$ cat src/rtl/cipher_io_driver.sv
`default_nettype none
// ============================================================================
// Module   : cipher_io_driver
// Purpose  : Initiator-side driver for the 32-bit cipher word link. Sends the
//            key, the nonce and the AD/data blocks as MSW-first words, and
//            collects the returned ciphertext blocks and the final tag.
// Revision : 1.0 - initial release
// ============================================================================
module cipher_io_driver #(
  parameter int KEY_LENGTH  = 128,
  parameter int DATA_LENGTH = 128,
  parameter int LENGTH      = 32,
  parameter int CNT_W       = 4
) (
  input  logic                   clk,
  input  logic                   rst,
  input  logic                   start_i,
  input  logic [KEY_LENGTH-1:0]  key_i,
  input  logic [KEY_LENGTH-1:0]  nonce_i,
  input  logic [CNT_W-1:0]       ad_blocks_i,
  input  logic [CNT_W-1:0]       data_blocks_i,
  input  logic                   blk_valid_i,
  output logic                   blk_ready_o,
  input  logic [DATA_LENGTH-1:0] blk_i,
  output logic                   res_valid_o,
  output logic                   res_is_tag_o,
  output logic [DATA_LENGTH-1:0] res_o,
  output logic                   busy_o,
  output logic                   done_o,
  output logic                   tx_valid_o,
  input  logic                   tx_ready_i,
  output logic [LENGTH-1:0]      tx_data_o,
  output logic [1:0]             tx_type_o,
  output logic                   tx_last_o,
  input  logic                   rx_valid_i,
  output logic                   rx_ready_o,
  input  logic [LENGTH-1:0]      rx_data_i
);

  // Key and nonce travel through the same block-wide shift register as the
  // AD/data blocks, so KEY_LENGTH is expected to equal DATA_LENGTH.
  localparam int WPB  = DATA_LENGTH / LENGTH;
  localparam int WC_W = (WPB > 1) ? $clog2(WPB) : 1;
  localparam int RX_W = DATA_LENGTH - LENGTH;

  localparam logic [1:0] TYPE_KEY   = 2'd0;
  localparam logic [1:0] TYPE_NONCE = 2'd1;
  localparam logic [1:0] TYPE_AD    = 2'd2;
  localparam logic [1:0] TYPE_DATA  = 2'd3;

  typedef enum logic [3:0] {
    IDLE       = 4'd0,
    SEND_KEY   = 4'd1,
    SEND_NONCE = 4'd2,
    LOAD_AD    = 4'd3,
    SEND_AD    = 4'd4,
    LOAD_DATA  = 4'd5,
    SEND_DATA  = 4'd6,
    RECV_DATA  = 4'd7,
    RECV_TAG   = 4'd8,
    FINISH     = 4'd9
  } state_t;

  state_t                 state_q, state_d;
  logic [DATA_LENGTH-1:0] tx_sr_q, tx_sr_d;
  logic [KEY_LENGTH-1:0]  nonce_q, nonce_d;
  logic [CNT_W-1:0]       ad_cnt_q, ad_cnt_d;
  logic [CNT_W-1:0]       data_cnt_q, data_cnt_d;
  logic [WC_W-1:0]        wcnt_q, wcnt_d;
  logic [RX_W-1:0]        rx_sr_q, rx_sr_d;
  logic [DATA_LENGTH-1:0] res_q, res_d;
  logic                   res_is_tag_q, res_is_tag_d;
  logic                   res_valid_q, res_valid_d;

  logic                   tx_hs;
  logic                   rx_hs;
  logic                   word_last;
  logic [DATA_LENGTH-1:0] tx_sr_shifted;
  state_t                 after_ad;

  // Handshake qualifiers and the shared word-position helpers.
  always_comb begin
    tx_hs         = tx_valid_o & tx_ready_i;
    rx_hs         = rx_valid_i & rx_ready_o;
    word_last     = (wcnt_q == WC_W'(WPB - 1));
    tx_sr_shifted = {tx_sr_q[DATA_LENGTH-LENGTH-1:0], {LENGTH{1'b0}}};
    // Once AD is exhausted, go to data if any, otherwise straight to the tag.
    after_ad      = (data_cnt_q != '0) ? LOAD_DATA : RECV_TAG;
  end

  // Link-side outputs are pure decodes of the state and the shift registers,
  // so they hold steadily whenever the consumer stalls.
  always_comb begin
    tx_valid_o  = (state_q == SEND_KEY) || (state_q == SEND_NONCE) ||
                  (state_q == SEND_AD)  || (state_q == SEND_DATA);
    blk_ready_o = (state_q == LOAD_AD)  || (state_q == LOAD_DATA);
    rx_ready_o  = (state_q == RECV_DATA) || (state_q == RECV_TAG);
    busy_o      = (state_q != IDLE) && (state_q != FINISH);
    done_o      = (state_q == FINISH);
    tx_data_o   = tx_sr_q[DATA_LENGTH-1 -: LENGTH];
    tx_last_o   = tx_valid_o & word_last;
    case (state_q)
      SEND_KEY:   tx_type_o = TYPE_KEY;
      SEND_NONCE: tx_type_o = TYPE_NONCE;
      SEND_AD:    tx_type_o = TYPE_AD;
      SEND_DATA:  tx_type_o = TYPE_DATA;
      default:    tx_type_o = 2'd0;
    endcase
    res_valid_o  = res_valid_q;
    res_is_tag_o = res_is_tag_q;
    res_o        = res_q;
  end

  // Next-state, shift-register and counter updates for the whole operation.
  always_comb begin
    state_d      = state_q;
    tx_sr_d      = tx_sr_q;
    nonce_d      = nonce_q;
    ad_cnt_d     = ad_cnt_q;
    data_cnt_d   = data_cnt_q;
    wcnt_d       = wcnt_q;
    rx_sr_d      = rx_sr_q;
    res_d        = res_q;
    res_is_tag_d = res_is_tag_q;
    res_valid_d  = 1'b0;

    case (state_q)
      IDLE: begin
        if (start_i) begin
          tx_sr_d    = key_i;
          nonce_d    = nonce_i;
          ad_cnt_d   = ad_blocks_i;
          data_cnt_d = data_blocks_i;
          wcnt_d     = '0;
          state_d    = SEND_KEY;
        end
      end

      SEND_KEY: begin
        if (tx_hs) begin
          tx_sr_d = tx_sr_shifted;
          wcnt_d  = wcnt_q + WC_W'(1);
          if (word_last) begin
            tx_sr_d = nonce_q;
            state_d = SEND_NONCE;
          end
        end
      end

      SEND_NONCE: begin
        if (tx_hs) begin
          tx_sr_d = tx_sr_shifted;
          wcnt_d  = wcnt_q + WC_W'(1);
          if (word_last) begin
            state_d = (ad_cnt_q != '0) ? LOAD_AD : after_ad;
          end
        end
      end

      LOAD_AD: begin
        if (blk_valid_i) begin
          tx_sr_d = blk_i;
          state_d = SEND_AD;
        end
      end

      SEND_AD: begin
        if (tx_hs) begin
          tx_sr_d = tx_sr_shifted;
          wcnt_d  = wcnt_q + WC_W'(1);
          if (word_last) begin
            ad_cnt_d = ad_cnt_q - CNT_W'(1);
            state_d  = (ad_cnt_q > CNT_W'(1)) ? LOAD_AD : after_ad;
          end
        end
      end

      LOAD_DATA: begin
        if (blk_valid_i) begin
          tx_sr_d = blk_i;
          state_d = SEND_DATA;
        end
      end

      SEND_DATA: begin
        if (tx_hs) begin
          tx_sr_d = tx_sr_shifted;
          wcnt_d  = wcnt_q + WC_W'(1);
          if (word_last) begin
            state_d = RECV_DATA;
          end
        end
      end

      RECV_DATA: begin
        if (rx_hs) begin
          rx_sr_d = {rx_sr_q[RX_W-LENGTH-1:0], rx_data_i};
          wcnt_d  = wcnt_q + WC_W'(1);
          if (word_last) begin
            res_d        = {rx_sr_q, rx_data_i};
            res_is_tag_d = 1'b0;
            res_valid_d  = 1'b1;
            data_cnt_d   = data_cnt_q - CNT_W'(1);
            state_d      = (data_cnt_q > CNT_W'(1)) ? LOAD_DATA : RECV_TAG;
          end
        end
      end

      RECV_TAG: begin
        if (rx_hs) begin
          rx_sr_d = {rx_sr_q[RX_W-LENGTH-1:0], rx_data_i};
          wcnt_d  = wcnt_q + WC_W'(1);
          if (word_last) begin
            res_d        = {rx_sr_q, rx_data_i};
            res_is_tag_d = 1'b1;
            res_valid_d  = 1'b1;
            state_d      = FINISH;
          end
        end
      end

      FINISH: begin
        state_d = IDLE;
      end

      default: begin
        state_d = IDLE;
      end
    endcase
  end

  // State and datapath registers; reset clears everything, even mid-operation.
  always_ff @(posedge clk) begin
    if (rst) begin
      state_q      <= IDLE;
      tx_sr_q      <= '0;
      nonce_q      <= '0;
      ad_cnt_q     <= '0;
      data_cnt_q   <= '0;
      wcnt_q       <= '0;
      rx_sr_q      <= '0;
      res_q        <= '0;
      res_is_tag_q <= 1'b0;
      res_valid_q  <= 1'b0;
    end else begin
      state_q      <= state_d;
      tx_sr_q      <= tx_sr_d;
      nonce_q      <= nonce_d;
      ad_cnt_q     <= ad_cnt_d;
      data_cnt_q   <= data_cnt_d;
      wcnt_q       <= wcnt_d;
      rx_sr_q      <= rx_sr_d;
      res_q        <= res_d;
      res_is_tag_q <= res_is_tag_d;
      res_valid_q  <= res_valid_d;
    end
  end

endmodule
`default_nettype wire

$ cat config.mk
export PLATFORM = sky130hd
export DESIGN_NAME = cipher_io_driver
export DESIGN_NICKNAME = d
export VERILOG_FILES = /design/src/rtl/cipher_io_driver.sv
export SDC_FILE = /design/constraint.sdc
export NUM_CORES = 1
export LEC_CHECK = 0
export ABC_AREA = 1
export CORE_AREA = 2 2 235 237
export DETAILED_ROUTE_END_ITERATION = 10
export DIE_AREA = 0 0 237 239
export PLACE_DENSITY_LB_ADDON = 0.25
export SLEW_MARGIN = 20
export SYNTH_ARGS = -nofsm -noshare
export SYNTH_HDL_FRONTEND = slang
export SYNTH_SLANG_ARGS = --single-unit
$ cat constraint.sdc
create_clock -name clk -period 3.8 [get_ports clk]
set_input_delay 0.76 -clock clk [delete_from_list [all_inputs] [get_ports clk]]
set_output_delay 0.76 -clock clk [all_outputs]
set_load 0.02 [all_outputs]
==> results.sh <==
export IMPL_boundaryPins=600
export IMPL_cp_num_buf_inv=3
export IMPL_ys_flop_type="dfxtp_1"
export IMPL_grt_max_degree=130
export IMPL_synth_distinct_cells=30
export IMPL_outcome="finished clean"
export IMPL_drtIter0Drc=2083
export IMPL_num_rows=86
export IMPL_drive_gt1_frac=0.03843
export IMPL_synthTopCellsByArea="dfxtp_1, nor2_1, nand2_1"
export IMPL_cts_hold_fix_buffers=0
export IMPL_leakage_nw=13.21
export IMPL_worstPathCellList="inv_2 > nor2_2 > nand2_4 > nand3_2 > nand2_1 > inv_1 > clkdlybuf4s50_1"
export IMPL_drtPass1Iterations=6
export IMPL_gp_congestion=0.8870
export IMPL_maxSlewHeadroom=0.3627
export IMPL_start_kind="flop"
export IMPL_synth_top_area_cell="dfxtp_1"
export IMPL_cts_setup_buffers=0
export IMPL_insertion_delay_ns=0.63
export IMPL_fin_crit_ns=3.414
export IMPL_crit_required_ns=3.04
export IMPL_dp_hpwl_microns=56410
export IMPL_synth_fp_nets=3845
export IMPL_clockRootBuffer="clkbuf_16"
export IMPL_finalHoldViolCount=0
export IMPL_syn_inst=3408
export IMPL_multi_input_area_sq_um=10610
export IMPL_placedInstanceArea_sq_um=28540
export IMPL_rsz0062_at_grt="false"
export IMPL_clkSinkCount=496
export IMPL_ir_worst_vdd_mv=0.7193
export IMPL_crit_family="simple AND/OR/NAND/NOR gates"
export IMPL_clockBufferDepth=3
export IMPL_postLayoutCellArea_sq_um=30380
export IMPL_criticalPathCategory="reg -> out"
export IMPL_avgSynthCellArea_sq_um=6.563
export IMPL_die_y_microns=239
export IMPL_fillers=5324
export IMPL_seq_area_sq_um=9930
export IMPL_grt_first_pass_wirelength_microns=124400
export IMPL_synth_cell_area_sq_um=22370
export IMPL_routed_wirelength_microns=83740
export IMPL_antenna_found_initial=16
export IMPL_drv_slew=0
export IMPL_fmax_mhz=292.9
export IMPL_antenna_left=0
export IMPL_cts_tree="built"
export IMPL_start_util=0.4116
export IMPL_power_mw=20.91
export IMPL_finish_utilization=0.5592
export IMPL_vias_per_cell=5.054
export IMPL_clock_skew_ns=0.02944
export IMPL_slowest_stage="clkdlybuf4s50_1"
export IMPL_fin_nets=4271
export IMPL_hp_class="reg -> reg"
export IMPL_design_die_area_sq_um=56640
export IMPL_critPathMaxStageDelay_ns=0.60
export IMPL_wl_per_cell_microns=18.24
export IMPL_synth_edf_count=0
export IMPL_synth_cells_most_frequent="nor2_1, nand2_1, dfxtp_1"
export IMPL_ys_seq_area_frac=0.4440
export IMPL_route_detailed_drc=0
export IMPL_htreeDepth=2
export IMPL_synth_top_area_share=0.4440
export IMPL_critPathMaxFanout=20
export IMPL_port_buffers=599
export IMPL_synth_seq_cells=496
export IMPL_area_delta_synth_final_pct=35.85
export IMPL_grt_pass1_vias=20760
export IMPL_critPathCaptureType="output pin"
export IMPL_powerDensity_nw_per_um2=688.2
export IMPL_grt_use_total=0.2815
export IMPL_grt_overflow=0
export IMPL_yosys_warnings=0
export IMPL_async_flop_share=0
export IMPL_path_clk_slew_ns=0.06
export IMPL_vias=23210
export IMPL_cts_inserted_buffers=53
export IMPL_finalCritPeriodShare=0.8984
export IMPL_setup_tns_ns=0
export IMPL_worst_slew_pin_transition_ns=0.9537
export IMPL_worstPathArrival_ns=2.65
export IMPL_synth_most_common_cell="nor2_1"
export IMPL_die_w_microns=237
export IMPL_coreArea_sq_um=54340
export IMPL_setup_viol=0
export IMPL_maxCapViolations=0
export IMPL_post_cts_resized=0
## state kept, by name, indices dropped and copies added (netlist names)
| register | cells |
|---|---|
| res_valid_o | 1 |
| ad_cnt_q | 4 |
| tx_sr_q | 128 |
| state_q | 4 |
| res_o | 128 |
| rx_sr_q | 96 |
| nonce_q | 128 |
| res_is_tag_o | 1 |
| wcnt_q | 2 |
| data_cnt_q | 4 |
## worst reg2reg max path, cell delays in order (launching register included)
cell,delay [ns]
dfxtp_1,0.43
inv_2,0.09
nor2_4,0.22
nand2_1,0.25
nand2_4,0.35
nand2_1,0.09
nand2_1,0.10
nor2_2,0.07
nand2_8,0.38
buf_4,0.46
nand2_1,0.09
nand2_1,0.08
nor2_1,0.05
## layer usage
| layer | track usage | wire, microns | share of wire |
|---|---|---|---|
| met1 | 0.3724 | 35870 | 0.43 |
| met2 | 0.4421 | 37690 | 0.45 |
| met3 | 0.06582 | 7077 | 0.085 |
| met4 | 0.1157 | 3050 | 0.036 |
| met5 | 0 | 63 | 0.00075 |
## final cells by class
| cell class | instances | area share |
|---|---|---|
| clock buffers | 81 | 0.05205 |
| repair buffers | 635 | 0.2141 |
| flip-flops and latches | 496 | 0.3268 |
| diodes | 11 | 0.0009059 |
| well taps | 704 | 0.02899 |
| multi-input cells | 2485 | 0.3490 |
| inverters | 163 | 0.02059 |
| clock inverters | 17 | 0.007577 |
## power breakdown
group | internal (mW) | leakage, nW | switching (mW)
clock | 3.09 | 0.887 | 2.28
sequential | 6.33 | 4.06 | 0.767
combinational | 2.91 | 8.26 | 5.53
## cells in the final DEF, fill, tap and decap left out, types with 2 or more instances in the layout
cell,n
clkbuf_1,13
inv_4,2
a22oi_1,64
buf_12,19
nor2_4,5
a21oi_1,140
nand2_1,734
ha_1,6
bufinv_16,3
clkdlybuf4s50_1,599
a211oi_1,2
nand4_1,2
xnor2_1,2
diode_2,11
clkbuf_8,15
inv_1,154
inv_2,5
nand3_1,115
buf_4,17
clkinv_16,2
dfxtp_1,496
nor2_1,995
clkbuf_16,53
nand2_2,5
o21ai_0,387
o21ai_1,14
nand2_4,3
clkinvlp_4,2
clkinv_2,10
nor2_2,3
## final timing paths
kind / startpoint / endpoint / slack (ns) / depth (start not counted)
min: rx_sr_q[67]$_SDFFE_PP0P_ / rx_sr_q[67]$_SDFFE_PP0P_ / 0.48 / 2
max: state_q[0]$_SDFFE_PP0P_ / tx_last_o / 0.39 / 7
max reg2reg: state_q[2]$_SDFFE_PP0P_ / tx_sr_q[15]$_SDFFE_PP0P_ / 1.08 / 12
min reg2reg: rx_sr_q[67]$_SDFFE_PP0P_ / rx_sr_q[67]$_SDFFE_PP0P_ / 0.48 / 2
## logic make-up after synthesis
family	count (synthesis)	synth area share
flip-flops	496	0.4440
buffers and inverters	427	0.08447
XOR/XNOR	2	0.0007834
AO/OA/AOI/OAI	610	0.1442
adder cells (fa/ha/maj)	7	0.003916
AND/OR/NAND/NOR	1866	0.3226
## per-stage QoR
stage | worst slack [ns] | hold slack, ns | instances
after detailed placement | 0.9262 | 0.4699 | 4483
after global routing | 0.2626 | 0.4983 | 4591
after CTS | 0.3693 | 0.4855 | 4581
after floorplan | 1.571 | 0.4354 | 3408
final | 0.3859 | 0.4833 | 4592
after global placement | 0.9770 | 0.4628 | 4483
Power figures use the tool's default switching activity.
